## config.mk

```make
export PLATFORM = sky130hd
export DESIGN_NAME = freq_synth
export DESIGN_NICKNAME = d
export VERILOG_FILES = /design/src/rtl/freq_synth.sv
export SDC_FILE = /design/constraint.sdc
export NUM_CORES = 1
export LEC_CHECK = 0
export ABC_AREA = 1
export CORE_AREA = 8 8 121 123
export DETAILED_ROUTE_END_ITERATION = 6
export DIE_AREA = 0 0 129 131
export PLACE_DENSITY = 0.76
export SETUP_SLACK_MARGIN = 0.15
export SLEW_MARGIN = 15
export SYNTH_ARGS = -nofsm -noshare
export SYNTH_HDL_FRONTEND = slang
export SYNTH_SLANG_ARGS = --single-unit
export TNS_END_PERCENT = 1
```

## constraint.sdc

```tcl
create_clock -name clk -period 5.7 [get_ports clk]
set_clock_uncertainty 0.2 [all_clocks]
set_input_delay 1.14 -clock clk [delete_from_list [all_inputs] [get_ports clk]]
set_output_delay 1.14 -clock clk [all_outputs]
set_load 0.05 [all_outputs]
```

## src/rtl/freq_synth.sv

```systemverilog
// freq_synth: programmable square-wave synthesizer driven by a fractional phase accumulator
// Ports: clk, reset_n (async, active-low); freq_in/load capture a pending frequency (Hz, clamped to CLK_HZ/2);
// start/stop control the run; wave is the registered output, p_edge marks its first high cycle,
// running is high outside IDLE, pending flags a loaded frequency not yet applied.
// FREQ_SYNTH_BURST_EN adds burst_len (rising edges per burst, 0 = continuous) and burst_done.
module freq_synth #(
  parameter int CLK_HZ = 50_000_000,
  parameter int BITS = 25
) (
  input  logic            clk,
  input  logic            reset_n,
  input  logic [BITS-1:0] freq_in,
  input  logic            load,
  input  logic            start,
  input  logic            stop,
`ifdef FREQ_SYNTH_BURST_EN
  input  logic [15:0]     burst_len,
  output logic            burst_done,
`endif
  output logic            wave,
  output logic            p_edge,
  output logic            running,
  output logic            pending
);
  localparam int AW = $clog2(CLK_HZ) + 2;
  localparam logic [AW-1:0] MOD = AW'(CLK_HZ);
  localparam logic [BITS-1:0] FMAX = BITS'(CLK_HZ / 2);
  typedef enum logic [1:0] {IDLE, RUN, STOPPING} state_t;
  state_t state;
  logic [AW-1:0] acc, inc, sum;
  logic [BITS-1:0] f_active, f_pend;
  logic tog, rise, fall, apply, hit;
  // a new frequency is only applied when wave is (or becomes) low, so a high half is never cut short
  always_comb begin
    inc = AW'({f_active, 1'b0});
    sum = acc + inc;
    tog = (state != IDLE) && (sum >= MOD);
    rise = tog && !wave;
    fall = tog && wave;
    apply = pending && (fall || (!wave && !tog));
  end
  assign running = state != IDLE;
  always_ff @(posedge clk or negedge reset_n)
    if (!reset_n) begin
      state <= IDLE;
      acc <= '0;
      f_active <= '0;
      f_pend <= '0;
      wave <= 1'b0;
      p_edge <= 1'b0;
      pending <= 1'b0;
    end else begin
      pending <= load || (pending && !apply);
      if (load) f_pend <= (freq_in > FMAX) ? FMAX : freq_in;
      if (apply) f_active <= f_pend;
      p_edge <= rise;
      if (state != IDLE) begin
        acc <= tog ? sum - MOD : sum;
        wave <= wave ^ tog;
      end
      case (state)
        IDLE: if (start && !stop) state <= RUN;
        RUN:
          if (stop && !(wave ^ tog)) begin
            state <= IDLE;
            acc <= '0;
          end else if (stop || hit) state <= STOPPING;
        STOPPING:
          if (fall) begin
            state <= IDLE;
            acc <= '0;
          end
        default: state <= IDLE;
      endcase
    end
`ifdef FREQ_SYNTH_BURST_EN
  logic [15:0] blen, nrise;
  logic bflag;
  // the edge that completes the burst sends RUN into STOPPING; bflag remembers why we stopped
  assign hit = (state == RUN) && rise && (blen != 16'd0) && (nrise + 16'd1 == blen);
  always_ff @(posedge clk or negedge reset_n)
    if (!reset_n) begin
      blen <= '0;
      nrise <= '0;
      bflag <= 1'b0;
      burst_done <= 1'b0;
    end else begin
      burst_done <= (state == STOPPING) && fall && bflag;
      if (state == IDLE) begin
        blen <= burst_len;
        nrise <= '0;
        bflag <= 1'b0;
      end else begin
        if (rise) nrise <= nrise + 16'd1;
        if (hit) bflag <= 1'b1;
      end
    end
`else
  assign hit = 1'b0;
`endif
endmodule
```

* After elaboration in Yosys (flattened, before gate mapping)
Index checks and enable logic that the tools add are counted.
** Word-level totals
- Memories :: 0
- Output and inout bits :: 4
- Register bits :: 83
- Memory bits (writable) :: 0
- Bits in latches :: 0
- Memory bits (read-only) :: 0
- Input port bits :: 30
** Operators by class
- Reduce and logical (&&, ||, !) cells :: 18
- Div/mod/pow operators :: 0
- Magnitude comparators :: 2
- Add/sub/neg operators :: 2
- Shift operators :: 0
- Muxes and demuxes :: 11
- Bitwise gates (word level) :: 1
- $mul :: 0
- Eq/ne operators :: 5
** Operators with widths (number)
- 28-bit 2-to-1 mux :: 4
- 28-bit one-hot mux with 2 select lines :: 1
- 28-bit by 26-bit adder with 28-bit output :: 1
- 28-bit by 26-bit >= comparator with 1-bit output (second input constant) :: 1
- 28-bit by 26-bit subtractor with 28-bit output (second input constant) :: 1
- 25-bit greater-than comparator (second input constant) :: 1
- 25-bit 2-to-1 mux :: 1
- 1-bit logical AND :: 8
- 2-bit 2-to-1 mux :: 4
- 2-bit one-hot mux with 3 select lines :: 1
- 1-bit logical NOT :: 5
- 2-bit != test (second input constant) :: 2
- 3-bit != test (second input constant) :: 1
- 3-bit AND reduction :: 1
- 2-bit by 1-bit equality test with 1-bit output (second input constant) :: 1
- 2-bit equality test (second input constant) :: 1
- 2-bit logical NOT :: 1
- 1-bit logical OR :: 2
- 2-bit nonzero test :: 1
- 1-bit bitwise XOR :: 1

* Longest topological paths before layout
- Depth in word-level cells :: 10
- Depth in mapped cells :: 26
- Gate-level depth less buffers :: 26

* Least setup slack after synthesis
OpenSTA, ideal clock, no wires.
- Path kind :: flip-flop to flip-flop
- From :: register acc[1]
- To :: register f_active[2]
- Required time :: 5.368 ns
- Stages on the path, launching flop included :: 23
- Slack :: 1.992 ns
- Arrival time :: 3.375 ns
- Setup time :: 0.132 ns
- Buffers on the path :: 2
- Cell sequence :: dfrtp_1 > ha_1 > fa_1 > nand2_1 > nand2_1 > nand3_1 > nand2_1 > nand2_1 > nand2_1 > nand2_1 > nand2_1 > nand2_1 > nand2_1 > nor2_1 > nand2_1 > nor2_1 > nand2_2 > a21oi_1 > ha_1 > nand2_1 > clkbuf_1 > clkbuf_1 > o21ai_0
** Between the ends
- Word-level cells in the longest chain between the ends :: 7
- Elaborated cells between the ends (all ways) :: 8
- Classes of those cells :: add/sub: 1; order compare: 1; reduce/logical: 6
** RTL lines
- from (decl) :: RTL line 30 : logic [AW-1:0] acc, inc, sum;
- from (signal assigned) :: RTL line 58 : acc <= tog ? sum - MOD : sum;
- 28-bit by 26-bit adder with 28-bit output (*) :: RTL line 36 : sum = acc + inc;
- 28-bit by 26-bit >= comparator with 1-bit output (*) :: RTL line 37 : tog = (state != IDLE) && (sum >= MOD);
- 1-bit logical AND (*) :: RTL line 37
- 1-bit logical NOT :: RTL line 40 : apply = pending && (fall || (!wave && !tog));
- 1-bit logical AND :: RTL line 40
- 1-bit logical OR (*) :: RTL line 40
- 1-bit logical AND (*) :: RTL line 40
- to (signal assigned) :: RTL line 55 : if (apply) f_active <= f_pend;
- to (decl) :: RTL line 31 : logic [BITS-1:0] f_active, f_pend;
Every way passes the cells marked *; elsewhere a longest branch is shown, timed or not.
A chain may end at the register's enable or synchronous reset.

* Final worst setup path
- From :: register f_active[0]
- To :: register f_active[1]
** Between the ends
- Word-level cells in the longest chain between the ends :: 7
- Elaborated cells between the ends (all ways) :: 8
- Classes of those cells :: add/sub: 1; order compare: 1; reduce/logical: 6
** RTL lines (RTL line)
- 28-bit by 26-bit adder with 28-bit output (*) :: 36
- 28-bit by 26-bit >= comparator with 1-bit output (*) :: 37
- 1-bit logical AND (*) :: 37
- 1-bit logical NOT :: 40
- 1-bit logical AND :: 40
- 1-bit logical OR (*) :: 40
- 1-bit logical AND (*) :: 40
Marked as above.

==> qor.txt <==
Status: finished clean
Clk_lat worst skew: 330 ps
Crit-path max FO: 20
Cell family with most CP delay: simple AND/OR/NAND/NOR gates
PostCTS Resize Cnt: 0
Die height: 131 um
Antenna Diode Count: 0
Required time of the critical path: 5750 ps
Starting density of the core: 48.1%
First-pass iteration count of the detailed router: 5
Layout area overhead: 12.4%
Final ANT Viol Nets: 0
Commonest cells after routing, fill and taps aside: nand2_1 (281), inv_1 (142), nand3_1 (92)
Share of layout cells above drive strength 1: 6.75%
Post-CTS setup buffer count: 0
Crit path top cell by count: nand2_1
Reg2Reg Depth: 22
CTS tree: yes
Critical Path Max Stage Delay: 480 ps
Remaining Overflow, GRT: 0
Tcrit/Tclk final: 75.1%
Final setup viols: 0
DRC: 0
IO Port Bufs: 33
Sequential area share after synthesis: 33.1%
FMAX: 0.234 GHz
Largest net degree at the start of global routing: 83
FF-to-FF End: f_active[1]$_DFFE_PN0P_
Die area: 16,900 um2
Least-Margin Pin Slew: 1020 ps
WP data arrival: 4330 ps
Crit-path cells: ha_1, fa_1, nand2_1, nand2_1, nand3_1, nand2_1, nand2_1, nand2_1, nand2_1, nand2_1, nand2_1, nand2_1, nor2_1, nand2_1, nor2_1, nand2_2, a21oi_1, ha_1, nand2_1, buf_4, nand2_1, o21ai_0
Buf+Inv Stages, Crit Path: 1
Total CTS buffers: 9
EDFF count, synth: 0
Initial antenna violation count: 0
CTS sink cnt: 82
YS warnings: 0
Worst rel slew slack: 31.9%
Critical-path top delay cell: nand2_1
Startpoint Class: register
CTS H-tree lvls: 3
Setup TNS: 0 ps
Yosys cell types: 39
Crit end category: register
Final Instance Count excl. Fillers: 1,139
Count of final max-slew check failures: 0
CTS Root Cell: clkbuf_16
Async SR Flop Fraction: 100%
Io pins: 34
Fin crit period: 4280 ps
Flop-to-flop setup slack: 1420 ps
Post-Synthesis Net Count: 997
Via Count: 5,887
CP Class: reg2reg
Number of DRC markers in iteration 0: 358
Critical R2R Launch: f_active[0]$_DFFE_PN0P_
Row count: 42
Top_reg_cell synth: dfrtp_1
Core area: 12,900 um2
First-pass GRT wire length: 26.4 mm
Max Cap Viol: 0
RSZ-0062 raised after global routing: false
Mean post-synth cell area: 6.63 um2
Vias in the first global route: 5,478
Detailed Place HPWL: 12.5 mm
Clk slew on worst S/H paths: 70 ps
Most common cell after layout, fill and taps aside: nand2_1
Syn Inst Count: 934
Critical Path Start: f_active[0]$_DFFE_PN0P_
Worst setup endpoint: f_active[1]$_DFFE_PN0P_
Placed inst area: 6650 um2
Via/cell ratio: 5.17
Placed cell count: 1,123
Final Instance Area: 6960 um2
Hold_buf cts: 0
Endpoints failing hold: 0
Die Wd: 129 um
Hold WC Path Type: reg2reg
RePlAce Congestion: 0.930
CTS Buffer Depth: 2
Drt total wl: 15.9 mm
GRT Total Usage: 19.7%
CP Depth: 22
Drt wl/cell: 13.9 um
#FFs+latches synth: 82
Mapped cell area: 6190 um2
FILL cells: 1,272
Nets: 1,021
## cell usage after synthesis (2+ instances only)
master	number	area share, %
mux2_2	11	2.0
nor4_1	4	0.40
o21bai_1	5	0.61
inv_2	2	0.12
o211ai_1	3	0.36
nand4_1	12	1.2
buf_6	2	0.36
inv_1	142	8.6
nand3_2	2	0.32
nand2_2	14	1.4
or2_2	2	0.20
nand2_1	281	17
clkbuf_1	18	1.1
a31oi_1	21	2.1
nand3_1	92	7.4
o21ai_0	52	4.2
ha_1	32	6.5
nor2_1	83	5.0
a21oi_1	34	2.7
o21ai_1	4	0.32
nor2_4	2	0.36
nand3b_1	5	0.61
nor2_2	3	0.30
dfrtp_1	82	33
nand2_4	4	0.73
buf_2	2	0.16
nor3_1	8	0.65
## how the worst min path moves through the flow
stage / cells after the start / to / start / slack (ps)
6_report: 2 / f_active[17]$_DFFE_PN0P_ / f_active[17]$_DFFE_PN0P_ / 300
5_1_grt: 1 / f_active[18]$_DFFE_PN0P_ / f_pend[18]$_DFFE_PN0P_ / 310
4_1_cts: 2 / f_active[17]$_DFFE_PN0P_ / f_active[17]$_DFFE_PN0P_ / 300
3_5_place_dp: 2 / f_active[17]$_DFFE_PN0P_ / f_active[17]$_DFFE_PN0P_ / 280
3_3_place_gp: 2 / f_active[17]$_DFFE_PN0P_ / f_active[17]$_DFFE_PN0P_ / 270
2_1_floorplan: 2 / f_active[0]$_DFFE_PN0P_ / f_active[0]$_DFFE_PN0P_ / 260
## area by class of cell
class	count	area (um2)	area share, %
multi-input combinational	683	3470	49.9
tap	176	220	3.16
clock inverter	6	72.6	1.04
sequential	82	2050	29.5
timing repair buffer	38	365	5.25
clock buffer	10	239	3.43
inverter	144	541	7.76
## worst register-to-register path: cells and delay by family, from the launching register on
kind	cells	cell delay [ps]
simple gates	16	1960
fa+ha+maj	3	970
flops	1	390
compound gates	2	360
buf+inv	1	330
## metrics by stage
step	hold slack (ps)	worst slack, ps	utilization (%)
2_1_floorplan	257	1990	-
3_3_place_gp	274	1580	51.7
3_5_place_dp	284	1450	51.7
4_1_cts	300	1410	54.1
5_1_grt	309	1000	54.1
6_report	298	1420	54.1
## flip-flops by register name, summed over array words and instances (netlist names)
| register | flops |
|---|---|
| acc | 27 |
| f_active | 25 |
| f_pend | 25 |
| state | 2 |
| p_edge | 1 |
| pending | 1 |
| wave | 1 |
## metal layers
metal / vias up / global-route usage [%] / share of wire, % / wire (um)
met5: - / 0 / 0 / 0
met4: 0 / 5.94 / 1.6 / 253
met3: 17 / 2.03 / 5.3 / 836
met2: 152 / 32.1 / 46 / 7250
met1: 2669 / 27.0 / 47 / 7520
li1: 3049 / - / - / -
## cell families after synthesis
family	Yosys count	synth area share, %
compound gates	124	11.1
fa+ha+maj	33	6.79
buf+inv	169	10.8
flops	82	33.1
mux	11	2.00
simple gates	515	36.2
Power is left out: the tool's default activity adds up to more than one toggle a clock period on the data nets, which glitch-free logic cannot reach.
